$ cat config.mk
export PLATFORM = sky130hd
export DESIGN_NAME = cart_mem_arbiter
export DESIGN_NICKNAME = d
export VERILOG_FILES = /design/src/rtl/cart_pkg.sv /design/src/rtl/cart_rd_cache.sv /design/src/rtl/cart_mem_arbiter.sv
export SDC_FILE = /design/constraint.sdc
export NUM_CORES = 1
export LEC_CHECK = 0
export ABC_AREA = 0
export CORE_MARGIN = 2
export CORE_UTILIZATION = 35
export CTS_CLUSTER_DIAMETER = 120
export DETAILED_ROUTE_END_ITERATION = 12
export SLEW_MARGIN = 15
export SYNTH_ARGS = -nofsm -noshare
export SYNTH_HDL_FRONTEND = slang
export SYNTH_SLANG_ARGS = --single-unit
$ cat constraint.sdc
create_clock -name clk_sys -period 3.3 [get_ports clk_sys]
set_clock_uncertainty 0.05 [all_clocks]
set_input_delay 0.495 -clock clk_sys [delete_from_list [all_inputs] [get_ports clk_sys]]
set_output_delay 0.495 -clock clk_sys [all_outputs]
set_load 0.01 [all_outputs]
$ cat src/rtl/cart_pkg.sv
// Shared types and constants for the cart memory path.
//   arb_state_e : arbiter FSM states
//   arb_src_e   : which requester owns the current memory transaction
//   BYTE_FILL   : data returned when a memory transaction is abandoned
package cart_pkg;

    typedef enum logic [1:0] {
        ARB_IDLE,
        ARB_ISSUE,
        ARB_WAIT,
        ARB_DONE
    } arb_state_e;

    typedef enum logic [1:0] {
        SRC_BUS,
        SRC_DL,
        SRC_SV
    } arb_src_e;

    localparam logic [7:0] BYTE_FILL = 8'hFF;

endpackage

$ cat src/rtl/cart_rd_cache.sv
// One-entry read cache for cart bus reads.
// Ports:
//   clk_sys, reset   : system clock, synchronous active-high reset
//   lookup_addr      : address compared against the stored tag
//   hit, hit_data    : combinational hit flag and cached byte
//   load, load_addr, load_data : write a new tag/data and mark valid
//   inv, inv_addr    : drop the entry if inv_addr matches the tag
module cart_rd_cache #(
    parameter int unsigned ADDR_W = 25
) (
    input  logic              clk_sys,
    input  logic              reset,
    input  logic [ADDR_W-1:0] lookup_addr,
    output logic              hit,
    output logic [7:0]        hit_data,
    input  logic              load,
    input  logic [ADDR_W-1:0] load_addr,
    input  logic [7:0]        load_data,
    input  logic              inv,
    input  logic [ADDR_W-1:0] inv_addr
);

    logic              valid_q;
    logic [ADDR_W-1:0] tag_q;
    logic [7:0]        data_q;

    always_ff @(posedge clk_sys) begin
        if (reset) begin
            valid_q <= 1'b0;
            tag_q   <= '0;
            data_q  <= '0;
        end else if (load) begin
            valid_q <= 1'b1;
            tag_q   <= load_addr;
            data_q  <= load_data;
        end else if (inv && (inv_addr == tag_q)) begin
            valid_q <= 1'b0;
        end
    end

    assign hit      = valid_q && (lookup_addr == tag_q);
    assign hit_data = data_q;

endmodule

$ cat src/rtl/cart_mem_arbiter.sv
// Arbitrates the external cart memory port between cart bus reads, ROM download
// writes and save-device traffic (fixed priority bus > dl > sv), with a
// one-entry read cache in front of the bus path.
// Ports:
//   clk_sys, reset                 : system clock, synchronous active-high reset
//   bus_req/bus_addr               : cart read request pulse and address
//   bus_data/bus_valid             : read data and 1-cycle completion pulse
//   dl_wr/dl_addr/dl_data/dl_wait  : loader write pulse, payload, back-pressure
//   sv_req/sv_we/sv_addr/sv_din    : save-device request pulse and payload
//   sv_dout/sv_ack                 : save read data and completion pulse
//   mem_req/mem_we/mem_addr/mem_din: memory request, held until mem_ack
//   mem_dout/mem_ack               : memory read data and completion pulse
module cart_mem_arbiter
    import cart_pkg::*;
#(
    parameter int unsigned ADDR_W  = 25,
    parameter int unsigned TIMEOUT = 63
) (
    input  logic              clk_sys,
    input  logic              reset,
    input  logic              bus_req,
    input  logic [ADDR_W-1:0] bus_addr,
    output logic [7:0]        bus_data,
    output logic              bus_valid,
    input  logic              dl_wr,
    input  logic [ADDR_W-1:0] dl_addr,
    input  logic [7:0]        dl_data,
    output logic              dl_wait,
    input  logic              sv_req,
    input  logic              sv_we,
    input  logic [ADDR_W-1:0] sv_addr,
    input  logic [7:0]        sv_din,
    output logic [7:0]        sv_dout,
    output logic              sv_ack,
    output logic              mem_req,
    output logic              mem_we,
    output logic [ADDR_W-1:0] mem_addr,
    output logic [7:0]        mem_din,
    input  logic [7:0]        mem_dout,
    input  logic              mem_ack
);

    localparam int unsigned      CNT_W    = $clog2(TIMEOUT + 1);
    // Leaving WAIT when the counter would step onto TIMEOUT keeps mem_req high
    // for exactly TIMEOUT+1 cycles (ISSUE plus TIMEOUT WAIT cycles).
    localparam logic [CNT_W-1:0] CNT_LAST = CNT_W'(TIMEOUT - 1);
    localparam logic [CNT_W-1:0] CNT_MAX  = CNT_W'(TIMEOUT);

    arb_state_e        state_q, state_d;
    arb_src_e          src_q, src_d;
    logic [CNT_W-1:0]  cnt_q, cnt_d;

    logic              bus_pend_q, bus_pend_d;
    logic [ADDR_W-1:0] bus_addr_q, bus_addr_d;
    logic              dl_pend_q, dl_pend_d;
    logic [ADDR_W-1:0] dl_addr_q, dl_addr_d;
    logic [7:0]        dl_data_q, dl_data_d;
    logic              sv_pend_q, sv_pend_d;
    logic              sv_we_q, sv_we_d;
    logic [ADDR_W-1:0] sv_addr_q, sv_addr_d;
    logic [7:0]        sv_din_q, sv_din_d;

    logic              cur_we_q, cur_we_d;
    logic [ADDR_W-1:0] cur_addr_q, cur_addr_d;
    logic [7:0]        cur_din_q, cur_din_d;
    logic [7:0]        rd_data_q, rd_data_d;
    logic              timed_out_q, timed_out_d;
    logic              bus_stale_q, bus_stale_d;

    logic              bus_valid_q, bus_valid_d;
    logic [7:0]        bus_data_q, bus_data_d;
    logic              sv_ack_q, sv_ack_d;
    logic [7:0]        sv_dout_q, sv_dout_d;

    logic              cache_hit;
    logic [7:0]        cache_data;
    logic              cache_load;
    logic              cache_inv;
    logic              wait_exit;
    logic [7:0]        exit_data;
    logic              bus_inflight;

    cart_rd_cache #(
        .ADDR_W (ADDR_W)
    ) u_cache (
        .clk_sys     (clk_sys),
        .reset       (reset),
        .lookup_addr (bus_addr),
        .hit         (cache_hit),
        .hit_data    (cache_data),
        .load        (cache_load),
        .load_addr   (cur_addr_q),
        .load_data   (rd_data_q),
        .inv         (cache_inv),
        .inv_addr    (cur_addr_q)
    );

    assign wait_exit = (state_q == ARB_WAIT) && (mem_ack || (cnt_q == CNT_LAST));
    assign exit_data = mem_ack ? mem_dout : BYTE_FILL;

    // A bus read is committed from the moment IDLE picks it until WAIT exits;
    // a new bus_req in that window makes its result obsolete.
    assign bus_inflight = ((state_q == ARB_IDLE) && bus_pend_q) ||
                          (((state_q == ARB_ISSUE) || (state_q == ARB_WAIT)) &&
                           (src_q == SRC_BUS));

    assign cache_load = (state_q == ARB_DONE) && (src_q == SRC_BUS) &&
                        !timed_out_q && !bus_stale_q;
    assign cache_inv  = (state_q == ARB_DONE) && cur_we_q;

    // Pending latches: set-on-request is applied last so it wins over a clear.
    always_comb begin
        bus_pend_d = bus_pend_q;
        bus_addr_d = bus_addr_q;
        dl_pend_d  = dl_pend_q;
        dl_addr_d  = dl_addr_q;
        dl_data_d  = dl_data_q;
        sv_pend_d  = sv_pend_q;
        sv_we_d    = sv_we_q;
        sv_addr_d  = sv_addr_q;
        sv_din_d   = sv_din_q;

        if (state_q == ARB_DONE) begin
            unique case (src_q)
                SRC_BUS: if (!bus_stale_q) bus_pend_d = 1'b0;
                SRC_DL:  dl_pend_d = 1'b0;
                SRC_SV:  sv_pend_d = 1'b0;
                default: ;
            endcase
        end

        // A hit answers the newest bus request, superseding any pending one.
        if (bus_req) begin
            bus_pend_d = !cache_hit;
            if (!cache_hit) bus_addr_d = bus_addr;
        end
        if (dl_wr && !dl_pend_q) begin
            dl_pend_d = 1'b1;
            dl_addr_d = dl_addr;
            dl_data_d = dl_data;
        end
        if (sv_req && !sv_pend_q) begin
            sv_pend_d = 1'b1;
            sv_we_d   = sv_we;
            sv_addr_d = sv_addr;
            sv_din_d  = sv_din;
        end
    end

    always_comb begin
        state_d     = state_q;
        src_d       = src_q;
        cnt_d       = cnt_q;
        cur_we_d    = cur_we_q;
        cur_addr_d  = cur_addr_q;
        cur_din_d   = cur_din_q;
        rd_data_d   = rd_data_q;
        timed_out_d = timed_out_q;

        unique case (state_q)
            ARB_IDLE: begin
                if (bus_pend_q) begin
                    state_d    = ARB_ISSUE;
                    src_d      = SRC_BUS;
                    cur_we_d   = 1'b0;
                    cur_addr_d = bus_addr_q;
                    cur_din_d  = 8'h00;
                end else if (dl_pend_q) begin
                    state_d    = ARB_ISSUE;
                    src_d      = SRC_DL;
                    cur_we_d   = 1'b1;
                    cur_addr_d = dl_addr_q;
                    cur_din_d  = dl_data_q;
                end else if (sv_pend_q) begin
                    state_d    = ARB_ISSUE;
                    src_d      = SRC_SV;
                    cur_we_d   = sv_we_q;
                    cur_addr_d = sv_addr_q;
                    cur_din_d  = sv_din_q;
                end
            end
            ARB_ISSUE: begin
                cnt_d   = '0;
                state_d = ARB_WAIT;
            end
            ARB_WAIT: begin
                if (wait_exit) begin
                    state_d     = ARB_DONE;
                    rd_data_d   = exit_data;
                    timed_out_d = !mem_ack;
                end else if (cnt_q != CNT_MAX) begin
                    cnt_d = cnt_q + 1'b1;
                end
            end
            ARB_DONE: begin
                state_d = ARB_IDLE;
            end
            default: state_d = ARB_IDLE;
        endcase
    end

    // Completion outputs are registered off the WAIT exit so they line up
    // with the DONE cycle; cache hits respond on the following cycle.
    always_comb begin
        bus_stale_d = bus_stale_q;
        bus_valid_d = 1'b0;
        bus_data_d  = bus_data_q;
        sv_ack_d    = 1'b0;
        sv_dout_d   = sv_dout_q;

        if (state_q == ARB_DONE) bus_stale_d = 1'b0;
        if (bus_req && bus_inflight) bus_stale_d = 1'b1;

        if (bus_req && cache_hit) begin
            bus_valid_d = 1'b1;
            bus_data_d  = cache_data;
        end else if (wait_exit && (src_q == SRC_BUS) && !bus_stale_q && !bus_req) begin
            bus_valid_d = 1'b1;
            bus_data_d  = exit_data;
        end

        if (wait_exit && (src_q == SRC_SV)) begin
            sv_ack_d = 1'b1;
            if (!cur_we_q) sv_dout_d = exit_data;
        end
    end

    always_ff @(posedge clk_sys) begin
        if (reset) begin
            state_q     <= ARB_IDLE;
            src_q       <= SRC_BUS;
            cnt_q       <= '0;
            bus_pend_q  <= 1'b0;
            bus_addr_q  <= '0;
            dl_pend_q   <= 1'b0;
            dl_addr_q   <= '0;
            dl_data_q   <= '0;
            sv_pend_q   <= 1'b0;
            sv_we_q     <= 1'b0;
            sv_addr_q   <= '0;
            sv_din_q    <= '0;
            cur_we_q    <= 1'b0;
            cur_addr_q  <= '0;
            cur_din_q   <= '0;
            rd_data_q   <= '0;
            timed_out_q <= 1'b0;
            bus_stale_q <= 1'b0;
            bus_valid_q <= 1'b0;
            bus_data_q  <= '0;
            sv_ack_q    <= 1'b0;
            sv_dout_q   <= '0;
        end else begin
            state_q     <= state_d;
            src_q       <= src_d;
            cnt_q       <= cnt_d;
            bus_pend_q  <= bus_pend_d;
            bus_addr_q  <= bus_addr_d;
            dl_pend_q   <= dl_pend_d;
            dl_addr_q   <= dl_addr_d;
            dl_data_q   <= dl_data_d;
            sv_pend_q   <= sv_pend_d;
            sv_we_q     <= sv_we_d;
            sv_addr_q   <= sv_addr_d;
            sv_din_q    <= sv_din_d;
            cur_we_q    <= cur_we_d;
            cur_addr_q  <= cur_addr_d;
            cur_din_q   <= cur_din_d;
            rd_data_q   <= rd_data_d;
            timed_out_q <= timed_out_d;
            bus_stale_q <= bus_stale_d;
            bus_valid_q <= bus_valid_d;
            bus_data_q  <= bus_data_d;
            sv_ack_q    <= sv_ack_d;
            sv_dout_q   <= sv_dout_d;
        end
    end

    assign mem_req   = (state_q == ARB_ISSUE) || (state_q == ARB_WAIT);
    assign mem_we    = cur_we_q;
    assign mem_addr  = cur_addr_q;
    assign mem_din   = cur_din_q;
    assign dl_wait   = dl_pend_q;
    assign bus_valid = bus_valid_q;
    assign bus_data  = bus_data_q;
    assign sv_ack    = sv_ack_q;
    assign sv_dout   = sv_dout_q;

endmodule

Word-level counts from Yosys, hierarchy flattened
Cells that the tools add are included.
Widths: inputs -> output; s select.
- output and inout bits: 54
- logic and storage cells: 131
- bits of input ports: 106
- flip-flop bits (word level): 201
- eq/ne operators: 14
- multiplexer cells: 40
- reductions and logical operators: 49
- bitwise operators: 2
- $add $sub $neg: 1
- operator list (kind ; number):
    $mux 25 ; 3
    $eq 25x25->1 ; 2
    $mux 8 ; 6
    $mux 1 ; 20
    $reduce_bool 2->1 ; 10
    $logic_and 1x1->1 ; 17
    $mux 2 ; 7
    $reduce_and 2->1 ; 7
    $mux 6 ; 2
    $pmux 6 s2 ; 1
    $pmux 2 s4 ; 1
    $logic_not 1->1 ; 7
    $add 6x1->6 const B ; 1
    $eq 2x2->1 const B ; 3
    $eq 6x6->1 const B ; 1
    $ne 2x2->1 const B ; 3
    $ne 6x6->1 const B ; 1
    $reduce_and 3->1 ; 2
    $eq 2x1->1 const B ; 2
    $logic_not 2->1 ; 2
    $ne 4x4->1 const B ; 1
    $logic_or 1x1->1 ; 3
    $reduce_bool 3->1 ; 1
    $ne 2x1->1 const B ; 1
    $not 1->1 ; 2

Depth between registers and ports, before layout
- depth after elaboration: 8
- mapped depth: 9
- mapped depth without buffers: 7

By module
A second synthesis with hierarchy kept.
- cells, all modules: 1054
- area, all modules: 8710.9 sq um
- modules (own cells, without submodules) (module ; cells each ; seq. area each (sq um) ; instances ; area an instance (sq um)):
    cart_mem_arbiter ; 876 ; 3343.2 ; 1 ; 6975.4
    cart_rd_cache ; 178 ; 680.7 ; 1 ; 1735.4

Worst setup path after synthesis
No wires, ideal clock.
- kind: input-to-reg
- start: input bus_addr[11]
- end: register bus_addr_q[10]
- setup time: 0.117 ns
- arrival time: 1.706 ns
- stages on the path: 6
- slack: 1.427 ns
- cells stage by stage: xnor2_1 -> nand4_1 -> nor4_4 -> a311oi_2 -> buf_6 -> a22o_2
- longest elaborated chain between the ends: 4
- ends and longest elaborated chain (item ; RTL line ; text):
    from (decl) ; cart_mem_arbiter.sv:22 ; input logic [ADDR_W-1:0] bus_addr,
    $eq 25x25->1 ; cart_rd_cache.sv:41 ; assign hit = valid_q && (lookup_addr == tag_q);
    $logic_and 1x1->1 ; cart_rd_cache.sv:41 ;
    $not 1->1 (no source line) ; -- ;
    $reduce_and 2->1 (no source line) ; -- ;
    to (signal assigned) ; cart_mem_arbiter.sv:257 ; bus_addr_q <= bus_addr_d;
    to (decl) ; cart_mem_arbiter.sv:54 ; logic [ADDR_W-1:0] bus_addr_q, bus_addr_d;
Every way passes these cells.
A chain may end at the register's enable or synchronous reset.

Final worst setup path
- start: register state_q[0]
- end: output mem_req
- longest elaborated chain between the ends: 2
- elaborated cells on any way between the ends: 3
- ends and longest elaborated chain (item ; RTL line ; text):
    from (decl) ; cart_mem_arbiter.sv:49 ; arb_state_e state_q, state_d;
    from (signal assigned) ; cart_mem_arbiter.sv:253 ; state_q <= state_d;
    $eq 2x1->1 or $eq 2x2->1 (tied branches) ; cart_mem_arbiter.sv:278 ; assign mem_req = (state_q == ARB_ISSUE) || (state_q == ARB_WAIT);
    $logic_or 1x1->1 * ; cart_mem_arbiter.sv:278 ;
    to (decl) ; cart_mem_arbiter.sv:35 ; output logic mem_req,
Every way passes the cells marked *; elsewhere a longest branch is shown, timed or not.

==> results by group <==
Status
  • Status: finished, final reports clean

Synthesis
  • YS warnings: 0
  • Post-Synth Adder-Cell Area: 0.0105
  • XOR/XNOR Fraction of Synth Area: 0.0565
  • Sequential share of the synthesized area: 0.481
  • Post-synthesis mux area share: 0.0407
  • Largest family of logic cells by synthesized area: simple AND/OR/NAND/NOR gates
  • Avg Cell Area, Syn: approximately 8.4 um2
  • Mapped Area: about 8400 um2
  • Yosys reg bits: 201
  • Predominant post-synthesis flop cell: dfxtp_1
  • Syn_nets: 1115
  • Synth Area in Compound Gates: 0.173
  • Synth Instances: approximately 1000
  • Yosys cell types: 50
  • EDFF count, synth: 0
  • Simple-Gate Fraction of Synth Area: 0.199
  • Synth async-reset ratio: 0

Global routing
  • First-pass GRT wire length: around 38000 um
  • Grt ovf: 0
  • Largest net degree at the start of global routing: 99
  • GRT Util Overall: 0.190
  • Vias in the first global route: between 6000 and 7000
  • Initial antenna violation count: 1

Clock tree
  • Num CTS Buffers: 23
  • Worst-skew pair later-pin latency: 0.50 ns
  • CTS hold repair buffers: 0
  • # clock sinks: between 200 and 250
  • CTS tree: done
  • CTS Root Buffer Type: clkbuf_16
  • CTS resizes: 0
  • Clock Path Buffers: 3
  • Post-CTS setup buffers: 0
  • # H-tree levels: 1
  • CTS clk-pin slew, worst paths: around 0.06 ns

Critical path
  • Buf+Inv Stages, Crit Path: 2
  • Setup CP Type: flip-flop to output port
  • CP arrival: between 1.5 and 2 ns
  • Worst path top cell family by delay: buffers and inverters
  • Worst-path cell chain: inv_1, ha_1, clkdlybuf4s50_1
  • FF-to-FF setup slack: between 1 and 1.5 ns
  • R2R depth: 6
  • Crit path from: state_q[0]$_SDFFE_PP0P_
  • Critical path required time: between 2 and 3 ns
  • R2r startpoint: u_cache.tag_q[2]$_SDFFE_PP0P_
  • CP peak stage delay: approximately 0.57 ns
  • Crit path capture type: output port
  • Kind of start point of the critical path: flip-flop
  • Slowest cell on the critical path: clkdlybuf4s50_1
  • Reg2Reg Capture Point: bus_addr_q[4]$_SDFFE_PP0P_
  • Critical path fanouts, max: 4

Layout
  • Synth-to-Final Area Change: 31.7%
  • Fillcell total: ~2300
  • Final Instance Area: around 11000 um2
  • Layout cells sized above 1: 0.0830
  • Final core area utilization: 0.470
  • Final nets: roughly 1200
  • Inserted Diodes: 0

Route
  • Vias: ~7200
  • Avg WL per Cell: 16.6 um
  • Drt pass-1 iters: 5
  • Routed WL: roughly 24000 um
  • DRC viols: 0
  • Final ANT Viol Nets: 0
  • Iteration-0 DRC Markers: 460
  • Via-to-Cell Ratio: between 4 and 5

STA
  • Fin crit share: 0.733
  • Fmax: approximately 410 MHz
  • Slew headroom: 0.273
  • Final Hold Violating Endpoints: 0
  • Setup Total Neg Slack: 0 ns
  • Final Setup Violations: 0
  • Max Slew Vio Count: 0
  • Worst hold slack: 0.403 ns
  • Final Worst Setup Slack: ~0.9 ns
  • Worst slew pin tran: 1.09 ns
  • Post-layout min period: roughly 2.4 ns
  • RSZ-0062 raised after global routing: no

Worst hold path
  • Hold Path Origin: sv_addr_q[7]$_SDFFE_PP0P_
  • Worst hold stages: 2
  • Hold endpoint: sv_addr_q[7]$_SDFFE_PP0P_
  • Worst hold path class: flip-flop to flip-flop

Flow run
  • Number of max-cap violations: 0

Floorplan
  • Die X: 159 um
  • Core Box Area: about 23000 um2
  • # IOs: 160
  • Initial core utilization: 0.357
  • Row Count: 56
  • DIE AREA: between 20000 and 30000 um2
  • Die Span Y: about 160 um

Placement
  • Port Buffers: around 160
  • Dpl hpwl: about 17000 um
  • Dpl ws: ~0.55 ns
  • RePlAce Congestion: around 0.84
  • Dpl cell area: between 10000 and 15000 um2

Power
  • Leak: 3.94 nW
  • Pwr dens: roughly 600 nW/um2
  • VDD IR max: between 0.0003 and 0.0004 V
[worst reg2reg max path: cells and delay by family (launching register included)]
family | cells | cell delay, ns
AO/OA/AOI/OAI | 2 | 0.53
XOR/XNOR | 1 | 0.14
buffers and inverters | 1 | 0.31
flip-flops | 1 | 0.39
AND/OR/NAND/NOR | 2 | 0.58
[cell type report]
| class | count | area [um2] | share of cell area |
|---|---|---|---|
| Clock buffer | 27 | 631 | 0.0572 |
| Clock inverter | 14 | 224 | 0.0203 |
| Inverter | 8 | 30.0 | 0.00272 |
| Multi-Input combinational cell | 723 | 4030 | 0.365 |
| Sequential cell | 201 | 4030 | 0.365 |
| Tap cell | 319 | 399 | 0.0362 |
| Timing Repair Buffer | 172 | 1690 | 0.153 |
[sequential cells by signal, indices dropped and copies added (netlist names), 2 cells and up]
register          count
src_q                 2
sv_din_q              8
mem_addr             25
u_cache.hit_data      8
u_cache.tag_q        25
cnt_q                 6
bus_addr_q           25
dl_addr_q            25
mem_din               8
bus_data              8
sv_dout               8
sv_addr_q            25
rd_data_q             8
dl_data_q             8
state_q               2
[worst max-delay path by stage]
stage / endpoint / slack [ns] / cells past startpoint
floorplan: bus_addr_q[10]$_SDFFE_PP0P_ / 1.43 / 6
global placement: bus_addr_q[16]$_SDFFE_PP0P_ / 0.60 / 7
detailed placement: bus_addr_q[2]$_SDFFE_PP0P_ / 0.55 / 7
CTS: mem_req / 0.83 / 3
global route: mem_req / 0.78 / 3
finish: mem_req / 0.88 / 3
[metrics by stage]
step / cells / total power [W]
6_report: 1464 / 0.00673
5_1_grt: 1464 / 0.00704
4_1_cts: 1464 / 0.00682
3_5_place_dp: 1423 / 0.00395
3_3_place_gp: 1423 / 0.00394
2_1_floorplan: 1002 / 0.00343
[logic make-up after synthesis]
kind of cell | after synthesis
AND/OR/NAND/NOR | 393
AO/OA/AOI/OAI | 235
flip-flops | 201
buffers and inverters | 78
XOR/XNOR | 54
multiplexers | 34
adder cells (fa/ha/maj) | 7
[layout by cell type, fill, tap and decap left out, types with 4 or more instances in the layout]
| master | n |
|---|---|
| a21oi_1 | 136 |
| a22o_1 | 17 |
| a22o_2 | 9 |
| a31oi_1 | 10 |
| buf_4 | 14 |
| bufinv_16 | 6 |
| clkbuf_16 | 23 |
| clkbuf_8 | 4 |
| clkdlybuf4s50_1 | 158 |
| clkinv_2 | 7 |
| dfxtp_1 | 199 |
| ha_1 | 7 |
| inv_1 | 7 |
| mux2i_1 | 34 |
| nand2_1 | 308 |
| nand2b_1 | 5 |
| nand3_1 | 11 |
| nand4_1 | 9 |
| nor2_1 | 25 |
| nor3_1 | 11 |
| nor4_1 | 4 |
| o21ai_0 | 35 |
| o221a_2 | 15 |
| xnor2_1 | 34 |
| xor2_1 | 20 |
[cell usage after synthesis (all sizes together) (2+ instances only)]
library cell	instances	share of area
nand2b	5	0.0037
a311oi	2	0.0028
a22o	26	0.029
dfxtp	201	0.48
o21ai	36	0.022
a31oi	10	0.0075
nor3	11	0.0066
mux2i	34	0.041
xor2	20	0.021
a21oi	137	0.082
and4	2	0.0025
o221a	15	0.020
nor4	6	0.0070
nand2	308	0.14
nor2	26	0.012
nor2b	5	0.0037
xnor2	34	0.036
buf	13	0.011
nand3	11	0.0066
inv	7	0.0031
clkbuf	57	0.026
nor3b	3	0.0040
ha	7	0.010
a211oi	3	0.0027
nor4b	2	0.0039
nand4	9	0.0067
[routing by layer]
layer  routed length [um]  part of all wire  global-route usage  vias up
li1                     -                 -                   -     3644
met1                11700              0.48               0.276     3357
met2                10600              0.44               0.288      194
met3                 1440             0.059              0.0340       35
met4                  493             0.020              0.0489        2
met5                   19           0.00078                   0        -
[where the power goes]
group	switching, W	leakage, nW	internal [W]
logic	0.000671	1.87	0.000488
registers	0.000137	1.64	0.00259
clock network	0.00101	0.428	0.00183
total	0.00182	3.94	0.00491
(Power assumes the default switching activity.)
